## config.mk

```make
export PLATFORM = sky130hd
export DESIGN_NAME = ahb_sim_ctrl
export DESIGN_NICKNAME = d
export VERILOG_FILES = /design/src/rtl/sim_ctrl_pkg.sv /design/src/rtl/sim_char_fifo.sv /design/src/rtl/ahb_sim_ctrl.sv
export SDC_FILE = /design/constraint.sdc
export NUM_CORES = 1
export LEC_CHECK = 0
export ABC_AREA = 1
export BUFFER_PORTS_ARGS = -buffer_cell sky130_fd_sc_hd__buf_4
export CORE_MARGIN = 3
export CORE_UTILIZATION = 45
export CTS_BUF_LIST = sky130_fd_sc_hd__clkbuf_8
export CTS_CLUSTER_SIZE = 10
export DETAILED_ROUTE_END_ITERATION = 8
export PLACE_DENSITY_LB_ADDON = 0.12
export SLEW_MARGIN = 20
export SYNTH_ARGS = -nofsm -noshare
export SYNTH_HDL_FRONTEND = slang
export SYNTH_SLANG_ARGS = --single-unit
```

## constraint.sdc

```tcl
create_clock -name clk -period 6.4 [get_ports clk]
set_clock_uncertainty 0.05 [all_clocks]
set_input_delay 1.28 -clock clk [delete_from_list [all_inputs] [get_ports clk]]
set_output_delay 1.28 -clock clk [all_outputs]
set_load 0.02 [all_outputs]
```

## src/rtl/sim_ctrl_pkg.sv

```systemverilog
// Shared constants for the simulation-control AHB slave: PASS/FAIL store
// codes, AHB transfer encodings, status-word bit positions and code decoders.
package sim_ctrl_pkg;

  localparam logic [31:0] PASS_CODE_LO = 32'h0000_0fff;
  localparam logic [31:0] PASS_CODE_HI = 32'hffff_0000;
  localparam logic [31:0] FAIL_CODE_LO = 32'h0000_0eee;
  localparam logic [31:0] FAIL_CODE_HI = 32'heeee_0000;

  localparam logic [1:0] HTRANS_IDLE   = 2'b00;
  localparam logic [1:0] HTRANS_BUSY   = 2'b01;
  localparam logic [1:0] HTRANS_NONSEQ = 2'b10;
  localparam logic [1:0] HTRANS_SEQ    = 2'b11;

  localparam int STAT_PASS    = 0;
  localparam int STAT_FAIL    = 1;
  localparam int STAT_HANG    = 2;
  localparam int STAT_CNT_LSB = 8;

  function automatic logic is_pass_code(input logic [31:0] data);
    return (data == PASS_CODE_LO) || (data == PASS_CODE_HI);
  endfunction

  function automatic logic is_fail_code(input logic [31:0] data);
    return (data == FAIL_CODE_LO) || (data == FAIL_CODE_HI);
  endfunction

endpackage

```

## src/rtl/sim_char_fifo.sv

```systemverilog
// Console character FIFO. Pointers carry one extra wrap bit so full and
// empty are told apart without a separate count register. A push is taken
// while full only when a pop happens in the same cycle.
module sim_char_fifo #(
  parameter int DEPTH = 8,
  parameter int WIDTH = 8
) (
  input  logic                       clk,
  input  logic                       rst_b,
  input  logic                       push,
  input  logic [WIDTH-1:0]           wdata,
  input  logic                       pop,
  output logic [WIDTH-1:0]           rdata,
  output logic                       full,
  output logic                       empty,
  output logic [$clog2(DEPTH):0]     count
);

  localparam int AW = $clog2(DEPTH);

  logic [AW:0]      wptr_r;
  logic [AW:0]      rptr_r;
  logic [WIDTH-1:0] mem_r [DEPTH];
  logic             do_push_s;
  logic             do_pop_s;

  // Derive occupancy flags and qualified push/pop strobes.
  always_comb begin
    count     = wptr_r - rptr_r;
    empty     = (wptr_r == rptr_r);
    full      = (count == (AW+1)'(DEPTH));
    do_pop_s  = pop & ~empty;
    do_push_s = push & (~full | do_pop_s);
    if (empty) begin
      rdata = {WIDTH{1'b0}};
    end else begin
      rdata = mem_r[rptr_r[AW-1:0]];
    end
  end

  // Advance read/write pointers.
  always_ff @(posedge clk) begin
    if (!rst_b) begin
      wptr_r <= {(AW+1){1'b0}};
      rptr_r <= {(AW+1){1'b0}};
    end else begin
      if (do_push_s) wptr_r <= wptr_r + (AW+1)'(1);
      if (do_pop_s)  rptr_r <= rptr_r + (AW+1)'(1);
    end
  end

  // Character storage; contents are don't-care until written.
  always_ff @(posedge clk) begin
    if (do_push_s) mem_r[wptr_r[AW-1:0]] <= wdata;
  end

endmodule

```

## src/rtl/ahb_sim_ctrl.sv

```systemverilog
// AHB-Lite simulation-control slave. Stores to CTRL_ADDR either set the
// sticky PASS/FAIL flags or queue a console character; a full queue
// stretches the data phase until the sink drains a slot. A retire
// watchdog flags windows with no forward progress.
module ahb_sim_ctrl
  import sim_ctrl_pkg::*;
#(
  parameter logic [31:0] CTRL_ADDR  = 32'h6000_fff8,
  parameter int          FIFO_DEPTH = 8,
  parameter int          WDOG_WIN   = 5000
) (
  input  logic        clk,
  input  logic        rst_b,
  input  logic        hsel,
  input  logic [1:0]  htrans,
  input  logic        hwrite,
  input  logic [31:0] haddr,
  input  logic [31:0] hwdata,
  output logic        hready,
  output logic        hresp,
  output logic [31:0] hrdata,
  input  logic        retire,
  output logic [7:0]  char_data,
  output logic        char_vld,
  input  logic        char_rdy,
  output logic        sim_pass,
  output logic        sim_fail,
  output logic        sim_hang,
  output logic        sim_done
);

  localparam int CW  = $clog2(FIFO_DEPTH) + 1;
  localparam int CYW = $clog2(WDOG_WIN + 1);

  logic           act_q, wr_q, hit_q;
  logic           pass_r, fail_r, hang_r;
  logic [CYW-1:0] cyc_r;
  logic [15:0]    rcnt_r;

  logic           wr_hit_s, code_pass_s, code_fail_s, char_wr_s;
  logic           pop_s, push_s, stall_s, accept_s, boundary_s, frozen_s;
  logic           fifo_full_s, fifo_empty_s;
  logic [CW-1:0]  fifo_count_s;
  logic [31:0]    status_s;
  logic           unused_htrans0_s;

  // Data-phase decode, stall and bus response. hready is combinational so a
  // pop in the stalled cycle releases the write in that same cycle.
  always_comb begin
    unused_htrans0_s = htrans[0];
    wr_hit_s    = act_q & wr_q & hit_q;
    code_pass_s = wr_hit_s & is_pass_code(hwdata);
    code_fail_s = wr_hit_s & is_fail_code(hwdata);
    char_wr_s   = wr_hit_s & ~code_pass_s & ~code_fail_s;
    char_vld    = ~fifo_empty_s;
    pop_s       = ~fifo_empty_s & char_rdy;
    stall_s     = char_wr_s & fifo_full_s & ~pop_s;
    if (!rst_b) begin
      hready = 1'b1;
    end else begin
      hready = ~stall_s;
    end
    push_s      = char_wr_s & ~stall_s & rst_b;
    accept_s    = hsel & htrans[1] & hready;
    hresp       = 1'b0;
    status_s    = 32'h0000_0000;
    status_s[STAT_CNT_LSB +: 8] = 8'(fifo_count_s);
    status_s[STAT_HANG] = hang_r;
    status_s[STAT_FAIL] = fail_r;
    status_s[STAT_PASS] = pass_r;
    if (act_q && !wr_q) begin
      hrdata = status_s;
    end else begin
      hrdata = 32'h0000_0000;
    end
    sim_pass   = pass_r;
    sim_fail   = fail_r;
    sim_hang   = hang_r;
    sim_done   = (pass_r | fail_r | hang_r) & fifo_empty_s;
    frozen_s   = pass_r | fail_r;
    boundary_s = (cyc_r == CYW'(WDOG_WIN));
  end

  // Address-phase capture; held while the data phase is extended.
  always_ff @(posedge clk) begin
    if (!rst_b) begin
      act_q <= 1'b0;
      wr_q  <= 1'b0;
      hit_q <= 1'b0;
    end else if (hready) begin
      act_q <= accept_s;
      wr_q  <= hwrite;
      hit_q <= (haddr == CTRL_ADDR);
    end
  end

  // Sticky PASS/FAIL/HANG flags.
  always_ff @(posedge clk) begin
    if (!rst_b) begin
      pass_r <= 1'b0;
      fail_r <= 1'b0;
      hang_r <= 1'b0;
    end else begin
      if (code_pass_s) pass_r <= 1'b1;
      if (code_fail_s) fail_r <= 1'b1;
      if (!frozen_s && boundary_s && rcnt_r == 16'h0000 && !retire) hang_r <= 1'b1;
    end
  end

  // Retire watchdog: window counter 1..WDOG_WIN and saturating retire count;
  // a retire on the boundary cycle belongs to the closing window.
  always_ff @(posedge clk) begin
    if (!rst_b) begin
      cyc_r  <= CYW'(1);
      rcnt_r <= 16'h0000;
    end else if (!frozen_s) begin
      if (boundary_s) begin
        cyc_r  <= CYW'(1);
        rcnt_r <= 16'h0000;
      end else begin
        cyc_r <= cyc_r + CYW'(1);
        if (retire && rcnt_r != 16'hffff) rcnt_r <= rcnt_r + 16'h0001;
      end
    end
  end

  sim_char_fifo #(
    .DEPTH (FIFO_DEPTH),
    .WIDTH (8)
  ) u_fifo (
    .clk   (clk),
    .rst_b (rst_b),
    .push  (push_s),
    .wdata (hwdata[7:0]),
    .pop   (pop_s),
    .rdata (char_data),
    .full  (fifo_full_s),
    .empty (fifo_empty_s),
    .count (fifo_count_s)
  );

endmodule

```

==> load_flow_metrics.sql <==
INSERT INTO impl_metrics (metric_group, metric, value, unit) VALUES
('die', 'floorplan.die_area', '14210', 'µm²'),
('global_routing', 'initial_antenna_violation_count', '0', ''),
('sta', 'fmax', '254.4', 'MHz'),
('synthesis', 'mappedNetlistArea', '5766', 'µm²'),
('worst_setup_path', 'crit_path_end_kind', 'output pin', ''),
('power_and_ir_drop', 'power_report.internal_total', '0.0009808', 'W'),
('synthesis', 'post_synth_most_frequent_cells', 'nor2_1, nand2_1, inv_1, edfxtp_1, o21ai_0', ''),
('power_and_ir_drop', 'switching_portion_of_total_power', '28.80', '%'),
('hold_path', 'whs_endpoint', 'cyc_r[11]$_SDFFE_PN0N_', ''),
('drt', 'drtAntennaViolNets', '0', ''),
('power_and_ir_drop', 'worst_ir_drop_vdd', '0.00008838', 'V'),
('clock_network', 'insertion_delay', '0.39', 'ns'),
('synthesis', 'synth-seq-cells', '110', ''),
('synthesis', 'synth_ff_type', 'edfxtp_1', ''),
('clock_network', 'numCtsBuffers', '9', ''),
('synthesis', 'asyncSetResetFlopFracSynth', '0', '%'),
('sta', 'hold_viol', '0', ''),
('worst_setup_path', 'cpPeakStageDelay', '0.73', 'ns'),
('clock_network', 'cts_tree', 'yes', ''),
('power_and_ir_drop', 'power.share.sequential', '56.0', '%'),
('worst_setup_path', 'worstSetupPathType', 'reg -> out', ''),
('worst_setup_path', 'timing.critical_path.cells', 'inv_1, o21ai_0, o22ai_1, o21ai_0, a31oi_1, buf_4', ''),
('hold_path', 'timing.hold.worst.start', 'cyc_r[11]$_SDFFE_PN0N_', ''),
('die', 'dieHeight', '119.2', 'µm'),
('sta', 'min_period_over_period', '61.43', '%'),
('finish', 'fin_util', '54.31', '%'),
('die', 'ios', '119', ''),
('worst_setup_path', 'critical_path_required', '5.07', 'ns'),
('power_and_ir_drop', 'static-leakage-power', '2.689', 'nW'),
('finish', 'num_antenna_cells', '0', ''),
('synthesis', 'synth_area_leader_cell', 'edfxtp_1', ''),
('hold_path', 'worst_hold_depth', '2', ''),
('placement', 'gp_congestion', '0.8639', ''),
('sta', 'rsz0062_at_grt', 'false', ''),
('drt', 'drt_pre_antenna_iters', '4', ''),
('clock_network', 'post_cts_resize_count', '0', ''),
('clock_network', 'cts_post_setup_buffers_inserted', '0', ''),
('clock_network', 'clock_tree.buffer_depth', '2', ''),
('die', 'die_w', '119.2', 'µm'),
('clock_network', 'cts_htree_levels', '3', ''),
('worst_setup_path', 'r2r-end', 'u_fifo.mem_r[6][2]$_DFFE_PP_', ''),
('finish', 'fin_nets', '864', ''),
('power_and_ir_drop', 'power_switching', '0.0003967', 'W'),
('synthesis', 'synth.most_common_cell', 'nor2_1', ''),
('drt', 'detailedRoute.firstIterationViolations', '239', ''),
('die', 'rows', '40', ''),
('status', 'run_status', 'complete, no violations', ''),
('worst_setup_path', 'worst-path-max-fanout', '33', ''),
('finish', 'syn2layout_area_growth', '15.49', '%'),
('die', 'core_area', '12260', 'µm²'),
('synthesis', 'gate_count_after_technology_mapping', '697', ''),
('global_routing', 'grt_first_pass_wirelength', '20820', 'µm'),
('global_routing', 'globalRouteTotalUtil', '18.01', '%'),
('sta', 'slew_headroom', '42.26', '%'),
('finish', 'multi_input_area', '2430', 'µm²'),
('sta', 'post-route-min-period', '3.931', 'ns'),
('sta', 'totalNegativeSetupSlack', '0', 'ns'),
('finish', 'ff_latch_area', '2844', 'µm²'),
('power_and_ir_drop', 'power_frac_clock', '29.5', '%'),
('clock_network', 'root_buffer', 'clkbuf_8', ''),
('sta', 'timing.final.setup_violations', '0', ''),
('power_and_ir_drop', 'power_density', '206.9', 'nW/µm²'),
('clock_network', 'cts_num_sinks', '110', ''),
('synthesis', 'yosys_warnings', '0', ''),
('hold_path', 'type_of_the_most_critical_hold_path', 'reg -> reg', ''),
('sta', 'tightest_slew', '0.8652', 'ns'),
('placement', 'dp_hpwl', '9418', 'µm'),
('clock_network', 'clk_transition_reported_paths', '0.09', 'ns'),
('drt', 'post_dr_wirelength_cell', '13.48', 'µm'),
('worst_setup_path', 'slowest_stage', 'dfxtp_2', ''),
('die', 'start_util', '47.02', '%');
[worst max-delay path by stage]
stage               startpoint      endpoint  slack [ns]  cells after the start
detailed placement        flop  char_data[4]        2.28                      6
global route              flop  char_data[7]        2.21                      6
floorplan            hwdata[1]        hready        3.01                      9
global placement          flop  char_data[4]        2.31                      6
finish                    flop  char_data[7]        2.47                      6
CTS                       flop  char_data[4]        1.83                      6
[layout make-up]
cell class	count	area share, %
clock buffer	9	1.860
clock inverter	7	0.9207
inverter	81	4.604
multi-input combinational	489	36.49
sequential	110	42.71
tap	168	3.157
timing repair buffer	91	10.26
[worst min-delay path, stage by stage (launching register included)]
cell	delay, ns
dfxtp_1	0.35
inv_1	0.07
a21oi_1	0.05
[through the flow]
stage / setup WS (ns) / total power, W / instance area, µm² / hold slack, ns / instances
after global placement: 2.305 / 0.0009835 / 6472 / 0.4304 / 939
after detailed placement: 2.278 / 0.0009877 / 6472 / 0.4411 / 939
after global routing: 2.207 / 0.001440 / 6659 / 0.4798 / 955
after floorplan: 3.010 / 0.0009164 / 5859 / 0.4168 / 722
after CTS: 1.834 / 0.001387 / 6658 / 0.4574 / 955
final: 2.469 / 0.001378 / 6659 / 0.4568 / 955
[cells by family (layout without fill, tap and decap cells)]
group,after synthesis,in the layout,share of synthesized area [%]
flip-flops,110,110,49.31
AO/OA/AOI/OAI,101,101,9.831
AND/OR/NAND/NOR,339,339,26.35
XOR/XNOR,13,13,1.975
buffers and inverters,123,188,10.18
adder cells (fa/ha/maj),10,10,2.300
other,1,26,0.06504
[state kept, by name, indices dropped and copies added, names as in the netlist, named ones only]
signal,flops
sim_pass,1
u_fifo.mem_r,64
wr_q,1
cyc_r,13
u_fifo.rptr_r,4
u_fifo.wptr_r,4
act_q,1
hit_q,1
rcnt_r,16
sim_fail,1
sim_hang,1
[layout by cell type (no fill, tap or decap), types with 2 or more instances in the layout]
cell type / instances
nand3_2: 2
xnor2_1: 2
nand3_1: 32
clkbuf_8: 9
a211oi_1: 2
nor3_2: 2
a21oi_1: 22
nand3b_1: 7
nand2_2: 9
nand2_1: 108
nand4_1: 15
conb_1: 26
buf_4: 91
o22ai_1: 8
nor2_2: 2
inv_6: 4
dfxtp_1: 45
nor4_1: 8
edfxtp_1: 64
inv_1: 75
nor2_4: 2
nor2_1: 132
xor2_1: 11
inv_2: 4
clkinv_4: 3
nor3_1: 15
a21oi_2: 9
ha_1: 9
o21ai_0: 50
a31oi_1: 10
[power by group through the flow]
stage	sequential (W)	combinational, W	clock [W]
5_1_grt	0.000773	0.000223	0.000444
2_1_floorplan	0.000776	0.000141	0
4_1_cts	0.000771	0.000201	0.000415
6_report	0.000771	0.000201	0.000406
3_3_place_gp	0.000786	0.000197	0
3_5_place_dp	0.000787	0.000201	0
[routing by layer]
metal	vias up	share of wire [%]	track usage, %
met5	-	0	0
met4	0	1.2	5.141
met3	14	5.0	4.606
met2	112	49	30.94
met1	2199	44	22.38
li1	2431	-	-
No activity file was read; power rests on OpenSTA's default activity.
